<file path="src/rtl/sample_printer_pkg.sv">
// rtl/sample_printer_pkg.sv - shared state encoding and message constants for sample_printer
package sample_printer_pkg;

   typedef enum logic [2:0] {
      IDLE,
      FETCH,
      ROMWAIT,
      SEND,
      GUARD
   } state_t;

   localparam int CHAR_COUNT = 12;
   localparam logic [3:0] LAST_IDX   = 4'(CHAR_COUNT - 1);
   localparam logic [3:0] HEX_HI_IDX = 4'd8;
   localparam logic [3:0] HEX_LO_IDX = 4'd9;
   localparam logic [3:0] SUFFIX_IDX = 4'd10;

   localparam int ROM_PREFIX_LAST  = 7;
   localparam int ROM_SUFFIX_FIRST = 8;
   localparam int ROM_SUFFIX_LAST  = 9;

   localparam logic [7:0] ASCII_ZERO    = 8'h30;
   localparam logic [7:0] ASCII_UPPER_A = 8'h41;
   localparam logic [7:0] ASCII_LOWER_A = 8'h61;

endpackage

</file>
<file path="src/rtl/sample_printer_nibble_to_ascii.sv">
// rtl/sample_printer_nibble_to_ascii.sv - combinational 4-bit nibble to ASCII hex digit
module sample_printer_nibble_to_ascii
   import sample_printer_pkg::*;
#(
   parameter bit UPPERCASE = 1'b1
) (
   input  logic [3:0] nibble,
   output logic [7:0] ascii
);

   localparam logic [7:0] LETTER_BASE = UPPERCASE ? ASCII_UPPER_A : ASCII_LOWER_A;

   always_comb begin
      if (nibble < 4'd10) begin
         ascii = ASCII_ZERO + {4'h0, nibble};
      end else begin
         ascii = LETTER_BASE + {4'h0, nibble} - 8'd10;
      end
   end

endmodule

</file>
<file path="src/rtl/sample_printer.sv">
// rtl/sample_printer.sv - formats a captured byte as "Data: 0xHH\n\r" and streams it to the UART
module sample_printer
   import sample_printer_pkg::*;
#(
   parameter bit UPPERCASE    = 1'b1,
   parameter int PREFIX_LAST  = ROM_PREFIX_LAST,
   parameter int SUFFIX_FIRST = ROM_SUFFIX_FIRST,
   parameter int SUFFIX_LAST  = ROM_SUFFIX_LAST
) (
   input  logic       clk,
   input  logic       rst,
   input  logic [7:0] sample_in,
   input  logic       sample_valid,
   output logic       busy,
   output logic       dropped,
   output logic [3:0] rom_addr,
   input  logic [7:0] rom_data,
   output logic [7:0] tx_data,
   output logic       new_tx_data,
   input  logic       tx_busy
);

   state_t     state, state_next;
   logic [3:0] idx, idx_next;
   logic [7:0] sample, sample_next;
   logic       busy_next, dropped_next, new_tx_data_next;
   logic [3:0] rom_addr_next;
   logic [7:0] tx_data_next;
   logic [7:0] hex_char;
   logic       is_hex;

   // rom_addr is loaded as FETCH is entered so the registered ROM data is ready in ROMWAIT
   function automatic logic [3:0] addr_for(input logic [3:0] i, input logic [3:0] hold);
      if (i <= 4'(PREFIX_LAST)) begin
         return i;
      end else if (i >= SUFFIX_IDX && i <= LAST_IDX) begin
         return 4'(SUFFIX_FIRST) + (i - SUFFIX_IDX);
      end else begin
         return hold;
      end
   endfunction

   assign is_hex = (idx == HEX_HI_IDX) || (idx == HEX_LO_IDX);

   sample_printer_nibble_to_ascii #(.UPPERCASE(UPPERCASE)) u_hex (
      .nibble (idx[0] ? sample[3:0] : sample[7:4]),
      .ascii  (hex_char)
   );

   always_ff @(posedge clk or posedge rst) begin
      if (rst) begin
         state <= IDLE;
      end else begin
         state <= state_next;
      end
   end

   always_comb begin
      state_next = state;
      case (state)
         IDLE:    if (sample_valid) state_next = FETCH;
         FETCH:   state_next = is_hex ? SEND : ROMWAIT;
         ROMWAIT: state_next = SEND;
         SEND:    if (!tx_busy) state_next = GUARD;
         GUARD:   state_next = (idx == LAST_IDX) ? IDLE : FETCH;
         default: state_next = IDLE;
      endcase
   end

   always_comb begin
      idx_next         = idx;
      sample_next      = sample;
      busy_next        = busy;
      rom_addr_next    = rom_addr;
      tx_data_next     = tx_data;
      new_tx_data_next = 1'b0;
      dropped_next     = sample_valid && (state != IDLE);
      case (state)
         IDLE: begin
            if (sample_valid) begin
               sample_next   = sample_in;
               idx_next      = 4'd0;
               busy_next     = 1'b1;
               rom_addr_next = addr_for(4'd0, rom_addr);
            end
         end
         FETCH:   if (is_hex) tx_data_next = hex_char;
         ROMWAIT: tx_data_next = rom_data;
         SEND:    if (!tx_busy) new_tx_data_next = 1'b1;
         GUARD: begin
            if (idx == LAST_IDX) begin
               busy_next = 1'b0;
            end else begin
               idx_next      = idx + 4'd1;
               rom_addr_next = addr_for(idx + 4'd1, rom_addr);
            end
         end
         default: ;
      endcase
   end

   always_ff @(posedge clk or posedge rst) begin
      if (rst) begin
         idx         <= 4'd0;
         sample      <= 8'h00;
         busy        <= 1'b0;
         dropped     <= 1'b0;
         rom_addr    <= 4'd0;
         tx_data     <= 8'h00;
         new_tx_data <= 1'b0;
      end else begin
         idx         <= idx_next;
         sample      <= sample_next;
         busy        <= busy_next;
         dropped     <= dropped_next;
         rom_addr    <= rom_addr_next;
         tx_data     <= tx_data_next;
         new_tx_data <= new_tx_data_next;
      end
   end

endmodule

</file>
<file path="config.mk">
export PLATFORM = sky130hd
export DESIGN_NAME = sample_printer
export DESIGN_NICKNAME = d
export VERILOG_FILES = /design/src/rtl/sample_printer_pkg.sv /design/src/rtl/sample_printer_nibble_to_ascii.sv /design/src/rtl/sample_printer.sv
export SDC_FILE = /design/constraint.sdc
export NUM_CORES = 1
export LEC_CHECK = 0
export BUFFER_PORTS_ARGS = -buffer_cell sky130_fd_sc_hd__buf_4
export CORE_ASPECT_RATIO = 1.25
export CORE_UTILIZATION = 48
export CTS_CLUSTER_DIAMETER = 50
export DETAILED_ROUTE_END_ITERATION = 8
export PLACE_DENSITY_LB_ADDON = 0.12
export SYNTH_ARGS = -nofsm -noshare
export SYNTH_HDL_FRONTEND = slang
export SYNTH_SLANG_ARGS = --single-unit
</file>
<file path="constraint.sdc">
create_clock -name clk -period 2.2 [get_ports clk]
set_clock_uncertainty 0.05 [all_clocks]
set_input_delay 0.33 -clock clk [delete_from_list [all_inputs] [get_ports clk]]
set_output_delay 0.33 -clock clk [all_outputs]
set_load 0.01 [all_outputs]
</file>
==> flow_summary_export.csv <==
group,metric,value,unit
power_and_ir_drop,power.leakage,0.921,nW
final_layout,syn2layout_area_growth,23.2,%
setup_path,reg2regPathDepth,5,
yosys,netlist_instances,144,
worst_hold_path,hp-class,"in -> async",
yosys,synth_xor_xnor_area_share,1.53,%
sta,tightest_slew,0.426,ns
cts,numCtsBuffers,5,
floorplanning,dieArea,3640,um2
placed_design,port_buffers,34,
global_route,antenna_found_initial,0,
setup_path,critical-path-max-stage-delay,0.44,ns
sta,max_freq,0.509,GHz
yosys,synth_ff_type,"dfrtp_1",
sta,finalSetupViolations,0,
yosys,synthSimpleGateAreaFrac,15.1,%
yosys,async_flop_share,100,%
floorplanning,core.rowCount,23,
yosys,synth_fa_ha_area_share,3.83,%
sta,relSlewSlack,71.5,%
yosys,synth_compound_area_share,15.2,%
sta,rsz0062_at_grt,"no",
cts,ctsResizeCount,0,
routing,vias,1240,
routing,finalWirelength,3310,um
cts,clkSinkCount,30,
sta,fin_setup_tns,0,ns
power_and_ir_drop,power_density,1200,nW/um2
setup_path,crit_family,"compound AO/OA/AOI/OAI gates",
cts,cts_buffer_depth,2,
placed_design,dp.cells,215,
setup_path,crit_type,"reg -> reg",
setup_path,crit_buf_inv,0,
cts,path_clk_slew,0.06,ns
setup_path,timing.critical_path.from_type,"flip-flop",
cts,cts_root_buffer,"clkbuf_8",
final_layout,drive_gt1_share,38.4,%
setup_path,crit_required,2.31,ns
power_and_ir_drop,ir_drop,0.690,mV
floorplanning,die_height,67.2,um
routing,dr.pass1.iters,4,
setup_path,crit_arrival,2.08,ns
routing,routedWlPerCell,14.9,um
cts,worstSkewPairLatency,0.28,ns
routing,drc,0,
sta,fin_crit,1.96,ns
routing,drt-initial-drc-count,26,
yosys,synth.area.mux_share,14.1,%
final_layout,fin_cells,222,
setup_path,path_cells,"ha_1, xnor2_1, o21ai_0, a31oi_4, mux2_2",
yosys,netlist_area,1630,um2
sta,hold_viol_final,0,
yosys,seq_area_frac_synth,46.0,%
routing,antenna_left,0,
cts,cts_setup_buffers,0,
yosys,synth-edff-count,0,
sta,slew_viol_final,0,
setup_path,worst_path_max_delay_cell,"dfrtp_1",
yosys,ys_warn_count,0,
global_route,grt_use_total,21.4,%
floorplanning,die_w,54.2,um
global_route,grt_overflow,0,
setup_path,crit_cells,5,
placed_design,place_hpwl,2500,um
yosys,ys_ff_latch,30,
floorplanning,ios,35,
yosys,synth.distinct_cells,46,
floorplanning,initial_utilization,50.7,%
yosys,syn_nets,169,
flow_run,max_cap_viol_count,0,
final_layout,antennaDiodeCount,0,
setup_path,cp-end-kind,"flip-flop",
floorplanning,core_area,3220,um2
global_route,grt_pass1_vias,1270,
run_status,status,"finished, final reports clean",
global_route,grt_max_degree,31,
global_route,grt_pass1_wl,5490,um
placed_design,gp_congestion,0.815,
cts,cts-htree-levels,2,
routing,vias_per_cell,5.59,
yosys,synth_area_per_cell,11.3,um2
cts,postCtsHoldBufs,0,
setup_path,crit_fanout,6,
sta,finalCritPeriodShare,89.3,%
cts,tritoncts,"done",
yosys,synth_top_family_by_area,"compound AO/OA/AOI/OAI gates",
final_layout,nNetsFinal,210,
[tightest hold or removal path, cell delays in order]
cell and delay [ns]:
buf_4 0.11, inv_1 0.05, buf_4 0.34
[cells in the final DEF, fill, tap and decap left out, types with 2 or more instances in the layout]
cell and n:
a211oi_1 2, a21o_1 2, a21oi_1 4, and3_1 2, buf_4 39, clkbuf_1 2
clkbuf_8 5, dfrtp_1 30, ha_1 5, inv_1 9, mux2_2 16, mux2i_1 5
nand2_1 11, nand3_1 3, nand3b_1 2, nor2_1 8, nor3_1 2, nor3b_1 2
nor3b_4 2, o21ai_0 8
[worst paths after layout]
| check | from | end | slack (ns) |
|---|---|---|---|
| setup / recovery | idx[0] | rom_addr[1] | 0.24 |
| hold / removal | rst | tx_data[1] | 0.08 |
| setup reg to reg | idx[0] | rom_addr[1] | 0.24 |
| hold reg to reg | busy | busy | 0.46 |
| max in group asynchronous | rst | sample[5] | 1.74 |
| min in group clk | rom_data[4] | tx_data[4] | 0.20 |
[cells by family (layout without fill, tap and decap cells)]
family	after synthesis	after routing
AND/OR/NAND/NOR	40	40
AO/OA/AOI/OAI	32	32
flip-flops	30	30
multiplexers	21	21
buffers and inverters	14	55
adder cells (fa/ha/maj)	5	5
XOR/XNOR	2	2
[through the flow]
stage | total power, mW | hold WS, ns | instance area, um2 | util [%] | setup WS [ns]
floorplan | 1.70 | 0.371 | 1630 | - | 0.289
global placement | 1.99 | 0.379 | 1940 | 60.1 | 0.314
detailed placement | 2.04 | 0.399 | 1940 | 60.1 | 0.226
CTS | 2.45 | 0.0980 | 2010 | 62.4 | 0.213
global route | 2.60 | 0.121 | 2010 | 62.4 | 0.134
finish | 2.42 | 0.0807 | 2010 | 62.4 | 0.235
[flip-flops by register name, summed over array words and instances (netlist names)]
register     count
sample           8
tx_data          8
idx              4
rom_addr         4
state            3
busy             1
dropped          1
new_tx_data      1
[cell usage after synthesis (2+ instances only)]
master | n | area, um2
mux2_2 | 16 | 180
nor3_1 | 2 | 10.0
a21o_1 | 2 | 15.0
buf_4 | 2 | 15.0
nor3b_1 | 2 | 15.0
o21ai_0 | 8 | 40.0
dfrtp_1 | 30 | 751
buf_2 | 2 | 10.0
a21oi_1 | 4 | 20.0
a211oi_1 | 2 | 15.0
nand3_1 | 3 | 15.0
nor2_1 | 8 | 30.0
ha_1 | 5 | 62.6
nor3b_4 | 2 | 37.5
nand3b_1 | 2 | 15.0
nand2_1 | 11 | 41.3
mux2i_1 | 5 | 50.1
and3_1 | 2 | 12.5
inv_1 | 9 | 33.8
[cell type report]
class	count	area, um2
fill	282	1210
multi-input combinational	100	812
sequential	30	751
timing repair buffer	39	293
clock buffer	7	76.3
tap	37	46.3
inverter	9	33.8
[power breakdown]
part | internal, mW | switching [mW] | total [mW] | leakage, nW
Sequential | 0.754 | 0.186 | 0.940 | 0.373
Combinational | 0.566 | 0.512 | 1.08 | 0.509
Clock | 0.217 | 0.188 | 0.405 | 0.0383
[routing by layer]
layer | track usage (%) | wire length [um] | vias up
met5 | 0 | 0 | -
met2 | 36.3 | 1760 | 24
li1 | - | - | 599
met3 | 6.53 | 100 | 10
met1 | 23.0 | 1350 | 607
met4 | 11.9 | 96 | 0
No activity file was read; power rests on OpenSTA's default activity.
